`config.mk`:
```
export PLATFORM = sky130hd
export DESIGN_NAME = control_unit
export DESIGN_NICKNAME = d
export VERILOG_FILES = /design/src/rtl/control_unit_pkg.sv /design/src/rtl/control_unit_alu_op_decode.sv /design/src/rtl/control_unit.sv
export SDC_FILE = /design/constraint.sdc
export NUM_CORES = 1
export LEC_CHECK = 0
export BUFFER_PORTS_ARGS = -buffer_cell sky130_fd_sc_hd__buf_2
export CAP_MARGIN = 5
export CORE_UTILIZATION = 32
export CTS_BUF_LIST = sky130_fd_sc_hd__clkbuf_4
export DETAILED_ROUTE_END_ITERATION = 10
export HOLD_SLACK_MARGIN = 0.05
export PLACE_DENSITY = 0.75
export SLEW_MARGIN = 15
export SYNTH_ARGS = -nofsm -noshare
export SYNTH_HDL_FRONTEND = slang
export SYNTH_SLANG_ARGS = --single-unit
```
`constraint.sdc`:
```
create_clock -name clk -period 0.8 [get_ports clk]
set_input_delay 0 -clock clk [delete_from_list [all_inputs] [get_ports clk]]
set_output_delay 0 -clock clk [all_outputs]
set_load 0.01 [all_outputs]
```
`src/rtl/control_unit_pkg.sv`:
```
// Shared constants for the RV32I control unit: opcodes, ALU operation
// encoding and immediate-format encoding.
package control_unit_pkg;

  // Major opcodes (instruction bits [6:0])
  localparam logic [6:0] OPC_RTYPE  = 7'b0110011;
  localparam logic [6:0] OPC_ITYPE  = 7'b0010011;
  localparam logic [6:0] OPC_LOAD   = 7'b0000011;
  localparam logic [6:0] OPC_STORE  = 7'b0100011;
  localparam logic [6:0] OPC_BRANCH = 7'b1100011;

  // ALU operation select
  localparam logic [3:0] ALU_ADD  = 4'b0000;
  localparam logic [3:0] ALU_SUB  = 4'b0001;
  localparam logic [3:0] ALU_AND  = 4'b0010;
  localparam logic [3:0] ALU_OR   = 4'b0011;
  localparam logic [3:0] ALU_XOR  = 4'b0100;
  localparam logic [3:0] ALU_SLL  = 4'b0101;
  localparam logic [3:0] ALU_SRL  = 4'b0110;
  localparam logic [3:0] ALU_SRA  = 4'b0111;
  localparam logic [3:0] ALU_SLT  = 4'b1000;
  localparam logic [3:0] ALU_SLTU = 4'b1001;

  // Immediate format select (S vs B is split downstream by opcode bit 6)
  localparam logic IMM_I  = 1'b0;
  localparam logic IMM_SB = 1'b1;

endpackage

```
`src/rtl/control_unit_alu_op_decode.sv`:
```
// Arithmetic funct3 / alternate-bit to ALU operation mapping. The caller
// masks alt so that it only reaches here when it is meaningful.
module alu_op_decode
  import control_unit_pkg::*;
(
  input  logic [2:0] funct3,
  input  logic       alt,
  output logic [3:0] alu_op
);

  // Map funct3 (plus alternate bit for ADD/SUB and SRL/SRA) to ALUop
  always_comb begin
    alu_op = ALU_ADD;
    case (funct3)
      3'b000: begin
        if (alt) alu_op = ALU_SUB;
        else     alu_op = ALU_ADD;
      end
      3'b001: alu_op = ALU_SLL;
      3'b010: alu_op = ALU_SLT;
      3'b011: alu_op = ALU_SLTU;
      3'b100: alu_op = ALU_XOR;
      3'b101: begin
        if (alt) alu_op = ALU_SRA;
        else     alu_op = ALU_SRL;
      end
      3'b110: alu_op = ALU_OR;
      3'b111: alu_op = ALU_AND;
      default: alu_op = ALU_ADD;
    endcase
  end

endmodule

```
`src/rtl/control_unit.sv`:
```
// RV32I single-cycle control unit: decodes the instruction and comparator
// flags and presents every control signal from a register (1-cycle latency).
module control_unit
  import control_unit_pkg::*;
(
  input  logic        clk,
  input  logic        rst_n,
  input  logic        BrEq,
  input  logic        BrLt,
  input  logic [31:0] I,
  output logic [3:0]  ALUop,
  output logic        wEn,
  output logic        ImmSel,
  output logic        BSel,
  output logic        BrUn,
  output logic        ASel,
  output logic        PCSel,
  output logic        WBSel,
  output logic        MemRW
);

  logic [6:0] opcode_s;
  logic [2:0] funct3_s;
  logic [4:0] rd_s;
  logic       is_r_s;
  logic       alt_s;
  logic [3:0] arith_op_s;
  logic       rd_nz_s;
  logic       taken_s;

  logic [3:0] alu_op_s;
  logic       wen_s, immsel_s, bsel_s, brun_s, asel_s, pcsel_s, wbsel_s, memrw_s;

  // Instruction bits not consumed by control decode
  logic       unused_s;
  assign unused_s = ^{I[31], I[29:15]};

  assign opcode_s = I[6:0];
  assign funct3_s = I[14:12];
  assign rd_s     = I[11:7];
  assign is_r_s   = (opcode_s == OPC_RTYPE);
  assign rd_nz_s  = (rd_s != 5'd0);

  // Alternate bit picks SUB only for R-type; picks SRA for both R and I-type
  always_comb begin
    if (is_r_s) alt_s = I[30];
    else        alt_s = I[30] & (funct3_s == 3'b101);
  end

  alu_op_decode u_alu_op_decode (
    .funct3 (funct3_s),
    .alt    (alt_s),
    .alu_op (arith_op_s)
  );

  // Branch resolution from funct3 and comparator flags
  always_comb begin
    taken_s = 1'b0;
    case (funct3_s)
      3'b000:  taken_s = BrEq;
      3'b001:  taken_s = ~BrEq;
      3'b100:  taken_s = BrLt;
      3'b101:  taken_s = ~BrLt;
      3'b110:  taken_s = BrLt;
      3'b111:  taken_s = ~BrLt;
      default: taken_s = 1'b0;
    endcase
  end

  // Opcode decode into next-cycle control values; unknown opcodes give NOP
  always_comb begin
    alu_op_s = ALU_ADD;
    wen_s    = 1'b0;
    immsel_s = IMM_I;
    bsel_s   = 1'b0;
    brun_s   = 1'b0;
    asel_s   = 1'b0;
    pcsel_s  = 1'b0;
    wbsel_s  = 1'b0;
    memrw_s  = 1'b0;
    case (opcode_s)
      OPC_RTYPE: begin
        alu_op_s = arith_op_s;
        wen_s    = rd_nz_s;
      end
      OPC_ITYPE: begin
        alu_op_s = arith_op_s;
        bsel_s   = 1'b1;
        immsel_s = IMM_I;
        wen_s    = rd_nz_s;
      end
      OPC_LOAD: begin
        bsel_s   = 1'b1;
        immsel_s = IMM_I;
        wen_s    = rd_nz_s;
        wbsel_s  = 1'b1;
      end
      OPC_STORE: begin
        bsel_s   = 1'b1;
        immsel_s = IMM_SB;
        memrw_s  = 1'b1;
      end
      OPC_BRANCH: begin
        asel_s   = 1'b1;
        bsel_s   = 1'b1;
        immsel_s = IMM_SB;
        brun_s   = funct3_s[1];
        pcsel_s  = taken_s;
      end
      default: begin
        alu_op_s = ALU_ADD;
        wen_s    = 1'b0;
      end
    endcase
  end

  // Output registers; reset clears everything to the NOP value immediately
  always_ff @(posedge clk or negedge rst_n) begin
    if (!rst_n) begin
      ALUop  <= ALU_ADD;
      wEn    <= 1'b0;
      ImmSel <= 1'b0;
      BSel   <= 1'b0;
      BrUn   <= 1'b0;
      ASel   <= 1'b0;
      PCSel  <= 1'b0;
      WBSel  <= 1'b0;
      MemRW  <= 1'b0;
    end else begin
      ALUop  <= alu_op_s;
      wEn    <= wen_s;
      ImmSel <= immsel_s;
      BSel   <= bsel_s;
      BrUn   <= brun_s;
      ASel   <= asel_s;
      PCSel  <= pcsel_s;
      WBSel  <= wbsel_s;
      MemRW  <= memrw_s;
    end
  end

endmodule

```
==> flow_summary_export.csv, run 1 <==
group,metric,value,unit
run_status,status,"finished with violations",
run_status,violations,"hold timing",
yosys,async_flop_share,1.000,
drt,wirelength,1097,um
clocking,cts_root_buffer,"clkbuf_4",
yosys,seq_area_frac_synth,0.6061,
sta,whs,-0.02837,ns
die,die-area,1710,um^2
sta,timing.final.ws_setup,0.04548,ns
die,die_x,41.35,um
placement,placed_cells,89,
die,num_io_pins,48,
power_and_ir_drop,p_leak,0.4210,nW
clocking,cts_tree,"built",
yosys,yosysTopAreaCellShare,0.6061,
placement,gp_congestion,0.7694,
finish,synthToLayoutAreaGrowth,49.75,%
sta,slew_violations,0,
finish,layout.nets,119,
setup_path,max_stage_delay,0.37,ns
yosys,yosys_warnings,0,
setup_path,worstPathArrival,0.75,ns
clocking,h-tree-depth,1,
finish,fill_cells,130,
placement,dpl-instance-area,679.4,um^2
yosys,synth_flop_cell,"dfrtp_1",
finish,diodes,0,
run,cap_violations,0,
placement,dpl_worst_slack,-0.06220,ns
clocking,cts_resized,0,
power_and_ir_drop,powerDensity,1475,nW/um^2
drt,via_per_inst,4.708,
sta,rsz0062_at_grt,"no",
power_and_ir_drop,vdd_drop_max,564.3,uV
yosys,ys_ff_latch,12,
clocking,numCtsBuffers,3,
setup_path,path_class,"register to primary output",
drt,num_vias,452,
sta,tightest_slew,0.2567,ns
sta,slew_headroom,0.8289,
setup_path,cp.required,0.80,ns
drt,drtIter0Drc,9,
yosys,synth_area_per_cell,11.80,um^2
die,initial_core_util,0.3626,
setup_path,crit_slowest_cell,"dfrtp_1",
clocking,hold_buffers,4,
die,core_region_area,1366,um^2
clocking,clkSinkCount,12,
setup_path,path_cells,"buf_2",
sta,fmax,1.325,GHz
clocking,cts_buffer_depth,2,
finish,drive_above_1_share,0.4815,
yosys,syn_inst,42,
placement,portBuffers,31,
global_routing,grt_use_total,0.1283,
clocking,clkTransAtPathRegs,0.07,ns
yosys,synth.most_common_cell,"dfrtp_1",
sta,post-route-period-util,0.9431,
yosys,yosys.cell_types.count,21,
sta,timing.final.hold_violations,1,
drt,ant_nets,0,
yosys,synth_nets,78,
setup_path,startpoint_type,"register",
min_path,hold_path_class,"input pin to register",
setup_path,critPathTopFamily,"flip-flops",
finish,final_area,742.0,um^2
global_routing,grt_overflow,0,
setup_path,critPathBufInv,1,
finish,fin_cells,96,
drt,drc,0,
global_routing,grt_pass1_wl,1331,um
finish,multi_input_area,186.4,um^2
die,die_h,41.35,um
sta,period_minus_slack,0.7545,ns
yosys,synth_area,495.5,um^2
yosys,synth.largest_area_cell,"dfrtp_1",
placement,dp_hpwl,836.8,um
yosys,yosys-top-cells-area,"dfrtp_1 61%, xor2_1 3.5%, nor3_1 3.0%",
finish,seq_area,300.3,um^2
yosys,synth_common_cells,"12 x dfrtp_1, 4 x nor2_1, 3 x nor3_1",
setup_path,path_max_fanout,1,
global_routing,antenna_found_initial,0,
drt,dr.pass1.iters,4,
die,rows,13,
setup_path,critPathCaptureType,"primary output",
drt,wl_per_cell,11.43,um
sta,setup_viol,0,
global_routing,grt_max_degree,13,
global_routing,grt_pass1_vias,315,
yosys,synth-edff-count,0,
area by class of cell:
cell class / instances / area share
inverters: 1 / 0.005059
clock buffers: 3 / 0.03035
well taps: 15 / 0.02530
flip-flops and latches: 12 / 0.4047
repair buffers: 37 / 0.2833
multi-input cells: 28 / 0.2513
worst paths after layout:
path / start / endpoint / slack [ns] / cells past startpoint
max: ALUop[2] / ALUop[2] / 0.05 / 1
min: I[5] / WBSel / -0.03 / 2
max in group asynchronous: rst_n / ALUop[1] / 0.46 / 2
min in group asynchronous: rst_n / PCSel / 0.14 / 2
sequential cells by signal, summed over array words and instances, names as in the netlist:
register,cells
PCSel,1
BSel,1
wEn,1
ALUop,4
BrUn,1
MemRW,1
ImmSel,1
WBSel,1
ASel,1
per-layer routing:
metal	wire, um	GRT usage
met2	478	0.1758
met5	0	0
met4	0	0.09677
met1	545	0.1776
met3	73	0.02128
logic make-up (layout without fill, tap and decap cells):
group / Yosys count / count (layout) / share of synthesized area
DFF: 12 / 12 / 0.6061
muxes: 1 / 1 / 0.02273
buffers and inverters: 2 / 41 / 0.01766
and+or+nand+nor: 19 / 19 / 0.2373
xor gates and xnor gates: 2 / 2 / 0.03536
AOI/OAI and AO/OA: 6 / 6 / 0.08081
cell usage in the layout, fill, tap and decap left out, types with 2 or more instances in the layout:
cell / n
buf_2: 31
dfrtp_1: 12
nor2_1: 4
dlygate4sd3_1: 4
nor3_1: 3
clkbuf_4: 3
o21ai_0: 2
nor2b_1: 2
nor3b_1: 2
xor2_1: 2
and3_1: 2
buf_4: 2
report_power, final:
group / switching (W) / internal, W / leakage (nW)
registers: 0.000000804 / 0.000611 / 0.167
logic: 0.0000662 / 0.0000807 / 0.240
clock network: 0.000163 / 0.000173 / 0.0138
total: 0.000230 / 0.000865 / 0.421
per-stage QoR:
| stage | total power (W) | util | setup TNS [ns] |
|---|---|---|---|
| finish | 0.001095 | 0.5430 | 0 |
| detailed placement | 0.0007549 | 0.4973 | -0.3163 |
| global route | 0.001139 | 0.5430 | 0 |
| floorplan | 0.0006694 | - | 0 |
| global placement | 0.0007503 | 0.4973 | -0.1759 |
| CTS | 0.001110 | 0.5430 | 0 |
timing repair:
action / in CTS / in global routing
endpoints found under the hold margin: 21 / 3
buffers inserted: 0 / 0
endpoints found under the setup margin: 0 / 0
Power figures use the tool's default switching activity.
==> run 2, diff against run 1 <==
--- a/config.mk
+++ b/config.mk
@@ -7,11 +7,12 @@
 export LEC_CHECK = 0
 export BUFFER_PORTS_ARGS = -buffer_cell sky130_fd_sc_hd__buf_2
 export CAP_MARGIN = 5
-export CORE_UTILIZATION = 32
+export CORE_AREA = 2 2 39 41
 export CTS_BUF_LIST = sky130_fd_sc_hd__clkbuf_4
 export DETAILED_ROUTE_END_ITERATION = 10
+export DIE_AREA = 0 0 41 43
 export HOLD_SLACK_MARGIN = 0.05
-export PLACE_DENSITY = 0.75
+export PLACE_DENSITY = 0.82
 export SLEW_MARGIN = 15
 export SYNTH_ARGS = -nofsm -noshare
 export SYNTH_HDL_FRONTEND = slang
==> constraint.sdc (replaced) <==
create_clock -name clk -period 0.9 [get_ports clk]
set_input_delay 0 -clock clk [delete_from_list [all_inputs] [get_ports clk]]
set_output_delay 0 -clock clk [all_outputs]
set_load 0.01 [all_outputs]
==> run 2 against run 1 <==
Highest routed layer is now met4. Flip-flop and latch count is the same. Sequential power fell by 11%. Hold slack better by 0.095 ns. Final area is 6.1% higher. The flow now finishes without violations. Routed wire length rose by 12%. Final cell count grew 2.1%. Critical path type is now input pin to register. First-iteration DRC count fell by 33%. Count of clock-buffer cells in the layout is the same. Utilization up 2.6 points. Sequential share of layout area fell by 2.3 points. Via count up 3.5%.
==> flow_summary_export.csv, run 2 (same netlist as run 1, synthesis figures left out) <==
group,metric,value,unit
run_status,status,"finished, final reports clean",
power_and_ir_drop,p_sw_frac,0.2228,
drt,wirelength,1227,um
sta,fmax,1.170,GHz
die,initial_core_util,0.3580,
die,num_io_pins,48,
clocking,cts_tree,"built",
placement,dp_hpwl,811.5,um
power_and_ir_drop,power_switching,0.0002222,W
clocking,numCtsBuffers,3,
sta,period_minus_slack,0.8545,ns
setup_path,path_class,"input pin to register",
setup_path,max_stage_delay,0.62,ns
min_path,holdPathStages,3,
die,die-area,1763,um^2
global_routing,grt_overflow,0,
drt,drc,0,
power_and_ir_drop,vdd_drop_max,589.9,uV
power_and_ir_drop,powerDensity,1267,nW/um^2
power_and_ir_drop,p_int,0.0007749,W
sta,slew_headroom,0.8342,
finish,final_area,787.0,um^2
sta,rsz0062_at_grt,"no",
setup_path,startpoint_type,"input pin",
sta,timing.final.hold_violations,0,
drt,ant_nets,0,
sta,timing.final.ws_setup,0.04547,ns
clocking,cts_buffer_depth,2,
power_and_ir_drop,combPwrFrac,0.140,
die,rows,14,
drt,via_per_inst,4.776,
run,cap_violations,0,
finish,drive_above_1_share,0.4878,
die,core_region_area,1384,um^2
clocking,h-tree-depth,1,
clocking,clkTransAtPathRegs,0.07,ns
die,die_x,41,um
finish,layout.nets,120,
placement,portBuffers,31,
clocking,clkSinkCount,12,
setup_path,critPathCaptureType,"register",
clocking,cts_setup_buffers,0,
placement,dpl-instance-area,665.6,um^2
power_and_ir_drop,pwr-share-seq,0.545,
drt,num_vias,468,
drt,wl_per_cell,12.52,um
global_routing,grt_pass1_vias,413,
finish,layout_commonest_cell,"buf_2",
placement,dpl_worst_slack,0.001699,ns
setup_path,crit_slowest_cell,"dlygate4sd3_1",
die,die_h,43,um
placement,placed_cells,88,
power_and_ir_drop,p_clk_frac,0.314,
sta,finalSetupTns,0,ns
finish,fin_cells,98,
setup_path,path_cells,"buf_2, dlygate4sd3_1, a221oi_2",
finish,final_cell_mix,"30 x buf_2, 12 x dfrtp_1, 7 x dlygate4sd3_1",
finish,top_register,"ALUop",
global_routing,antenna_found_initial,0,
drt,dr.pass1.iters,2,
setup_path,worstPathArrival,1.03,ns
global_routing,grt_use_total,0.1511,
sta,slew_violations,0,
finish,diodes,0,
min_path,hold_path_class,"input pin to register",
clocking,cts_root_buffer,"clkbuf_4",
setup_path,path_max_fanout,4,
power_and_ir_drop,p_leak,0.4359,nW
sta,setup_viol,0,
setup_path,cp.required,1.07,ns
sta,post-route-period-util,0.9495,
global_routing,grt_max_degree,13,
global_routing,grt_pass1_wl,1759,um
placement,gp_congestion,0.6328,
power_and_ir_drop,finalPower,0.0009971,W
finish,synthToLayoutAreaGrowth,58.84,%
finish,largest_reg_flops,4,
drt,drtIter0Drc,6,
sta,tightest_slew,0.2487,ns
[run 2: repair_timing]
action / CTS / global route
endpoints found under the setup margin: 0 / 7
gates resized for setup: 0 / 5
hold buffers: 8 / 0
hold endpoints to repair: 22 / 0
[run 2: layer usage]
metal,routed length (um),part of all wire,vias up,GRT usage
met1,444,0.36,218,0.1595
met4,25,0.020,0,0.1000
met2,671,0.55,19,0.2563
met3,86,0.070,4,0.02094
met5,0,0,-,0
li1,-,-,227,-
[run 2: per-stage QoR]
stage | util | hold slack [ns]
6_report | 0.5687 | 0.06667
5_1_grt | 0.5687 | 0.07601
4_1_cts | 0.5552 | 0.05405
3_5_place_dp | 0.4810 | -0.1211
3_3_place_gp | 0.4810 | -0.1276
2_1_floorplan | - | -0.2956
[run 2: area by class of cell]
type,count,area (um^2)
flip-flops and latches,12,300.3
inverters,1,3.754
well taps,16,20.02
fillers,114,596.8
clock buffers,3,22.52
repair buffers,38,232.7
multi-input cells,28,207.7
[run 2: power by group through the flow]
stage / Combinational [W] / Clock [W] / Sequential (W)
after detailed placement: 0.000108 / 0 / 0.000554
after floorplan: 0.0000388 / 0 / 0.000556
after CTS: 0.000137 / 0.000304 / 0.000544
after global routing: 0.000153 / 0.000346 / 0.000544
after global placement: 0.000106 / 0 / 0.000554
final: 0.000140 / 0.000313 / 0.000544
[run 2: worst paths after layout]
kind / from / endpoint / slack [ns]
min: I[9] / wEn / 0.07
min in group asynchronous: rst_n / PCSel / 0.12
max in group asynchronous: rst_n / ALUop[2] / 0.58
max: I[5] / wEn / 0.05
[run 2: worst max-delay path, delay by kind of cell]
family	cells	cell delay (ns)
buf+inv	2	0.74
compound gates	1	0.29
==> run 3, diff against run 2 <==
--- a/config.mk
+++ b/config.mk
@@ -5,14 +5,13 @@
 export SDC_FILE = /design/constraint.sdc
 export NUM_CORES = 1
 export LEC_CHECK = 0
-export BUFFER_PORTS_ARGS = -buffer_cell sky130_fd_sc_hd__buf_2
 export CAP_MARGIN = 5
 export CORE_AREA = 2 2 39 41
 export CTS_BUF_LIST = sky130_fd_sc_hd__clkbuf_4
 export DETAILED_ROUTE_END_ITERATION = 10
 export DIE_AREA = 0 0 41 43
+export DONT_BUFFER_PORTS = 1
 export HOLD_SLACK_MARGIN = 0.05
-export PLACE_DENSITY = 0.82
 export SLEW_MARGIN = 15
 export SYNTH_ARGS = -nofsm -noshare
 export SYNTH_HDL_FRONTEND = slang
==> run 3 against run 2 <==
The flow now finishes with violations (hold timing). Count of clock-buffer cells in the layout unchanged. Clock power rose by 2%. Final area down 14%. Die area did not move. Final cell count shrank 27%. Setup slack better by 0.0092 ns. Hold slack lost 0.27 ns. Sequential power barely moved. Via count fell by 20%. Sequential share of layout area increased by 6.4 points. Critical path type unchanged. Largest cell class unchanged. Largest power group unchanged.
==> flow_summary_export.csv, run 3 (same netlist as run 1, synthesis figures left out) <==
group,metric,value,unit
run_status,status,"finished with violations",
run_status,violations,"hold timing",
finish,layout.nets,93,
drt,wl_per_cell,15.03,um
die,num_io_pins,48,
sta,fmax,1.183,GHz
sta,post-route-period-util,0.9393,
die,rows,14,
sta,rsz0062_at_grt,"no",
clocking,clkTransAtPathRegs,0.07,ns
die,core_region_area,1384,um^2
sta,slew_violations,0,
global_routing,grt_max_degree,13,
die,die_h,43,um
finish,final_cell_mix,"12 x dfrtp_1, 7 x dlygate4sd3_1, 4 x nor2_1, 4 x dlymetal6s4s_1, 3 x clkbuf_4",
clocking,h-tree-depth,1,
setup_path,startpoint_type,"input pin",
drt,ant_nets,0,
min_path,hold_path_class,"input pin to register",
clocking,cts_tree,"built",
clocking,cts_root_buffer,"clkbuf_4",
clocking,cts_buffer_depth,2,
setup_path,path_cells,"dlygate4sd3_1, and3_4, and3_1",
finish,top_register,"ALUop",
sta,tightest_slew,0.5152,ns
setup_path,endpoint,"BrUn",
global_routing,grt_overflow,0,
drt,drtIter0Drc,3,
die,die_x,41,um
clocking,hold_buffers,11,
setup_path,path_class,"input pin to register",
setup_path,path_max_fanout,5,
drt,drc,0,
placement,portBuffers,0,
power_and_ir_drop,powerDensity,1440,nW/um^2
sta,whs,-0.2077,ns
clocking,clkSinkCount,12,
global_routing,grt_pass1_wl,1580,um
drt,via_per_inst,5.208,
placement,gp_congestion,0.7153,
global_routing,grt_pass1_vias,386,
setup_path,crit_slowest_cell,"dlygate4sd3_1",
sta,setup_viol,0,
power_and_ir_drop,p_leak,0.3453,nW
drt,wirelength,1082,um
global_routing,antenna_found_initial,0,
power_and_ir_drop,vdd_drop_max,410.9,uV
clocking,numCtsBuffers,3,
finish,drive_above_1_share,0.1607,
finish,layout_commonest_cell,"dfrtp_1",
finish,diodes,0,
sta,finalSetupTns,0,ns
sta,period_minus_slack,0.8453,ns
placement,dpl-instance-area,510.5,um^2
die,die-area,1763,um^2
setup_path,crit_start,"I[5]",
finish,largest_reg_flops,4,
clocking,cts_setup_buffers,0,
setup_path,worstPathArrival,1.00,ns
global_routing,grt_use_total,0.1349,
die,initial_core_util,0.3580,
setup_path,critPathCaptureType,"register",
setup_path,cp.required,1.05,ns
finish,final_area,674.4,um^2
sta,slew_headroom,0.6554,
finish,synthToLayoutAreaGrowth,36.11,%
drt,dr.pass1.iters,4,
drt,num_vias,375,
setup_path,max_stage_delay,0.60,ns
sta,timing.final.hold_violations,4,
run,cap_violations,0,
[run 3: changes by cell type in the layout (fill, tap and decap cells not counted)]
| cell | before | now |
|---|---|---|
| nand2b_1 | 1 | 0 |
| nand2b_4 | 0 | 1 |
| a221oi_2 | 1 | 0 |
| and3_1 | 1 | 2 |
| dlymetal6s4s_1 | 1 | 4 |
| a221oi_1 | 0 | 1 |
| clkinv_1 | 0 | 1 |
| and3_4 | 2 | 1 |
| buf_2 | 30 | 0 |
[run 3: worst min path at each step]
stage	start	endpoint	slack [ns]	cells past startpoint
2_1_floorplan	rst_n	ALUop[0]	-0.30	0
3_3_place_gp	rst_n	ALUop[1]	-0.30	0
3_5_place_dp	rst_n	ALUop[3]	-0.30	0
4_1_cts	I[14]	ALUop[3]	-0.20	1
5_1_grt	I[14]	ALUop[3]	-0.22	1
6_report	I[14]	ALUop[3]	-0.21	1
[run 3: layout make-up]
cell class,count,area [um^2]
tap,16,20.02
clock buffer,3,22.52
sequential,12,300.3
clock inverter,1,3.754
timing repair buffer,11,120.1
inverter,1,3.754
fill,127,709.4
multi-input combinational,28,203.9
[run 3: worst max-delay path: cells and delay by family]
| kind | cells | cell delay [ns] |
|---|---|---|
| buffers and inverters | 1 | 0.60 |
| and+or+nand+nor | 2 | 0.39 |
[run 3: metal layers]
metal  global-route usage  up-vias  routed length (um)
met5                    0        -                   0
li1                     -      177                   -
met3              0.01571        6                  72
met1               0.1429      169                 388
met4               0.1200        0                  57
met2               0.2156       23                 564
[run 3: power breakdown]
part	internal, W	switching, W	leakage, nW
Clock	0.000160	0.000160	0.0154
Sequential	0.000543	0.00000331	0.167
Combinational	0.0000611	0.0000445	0.163
Total	0.000764	0.000208	0.345
[run 3: metrics by stage]
step | std cells | total power, W | setup slack, ns | hold WS (ns) | utilization
floorplan | 42 | 0.0005950 | 0.1424 | -0.2956 | -
global placement | 57 | 0.0005940 | 0.1032 | -0.2953 | 0.3689
detailed placement | 57 | 0.0005949 | 0.1193 | -0.2953 | 0.3689
CTS | 72 | 0.0009725 | 0.006653 | -0.2046 | 0.4675
global route | 72 | 0.001023 | 0.04220 | -0.2196 | 0.4873
finish | 72 | 0.0009712 | 0.05467 | -0.2077 | 0.4873
[run 3: repair_timing]
action	4_1_cts	5_1_grt
endpoints found under the setup margin	0	6
endpoints found under the hold margin	24	5
resized for setup	0	7
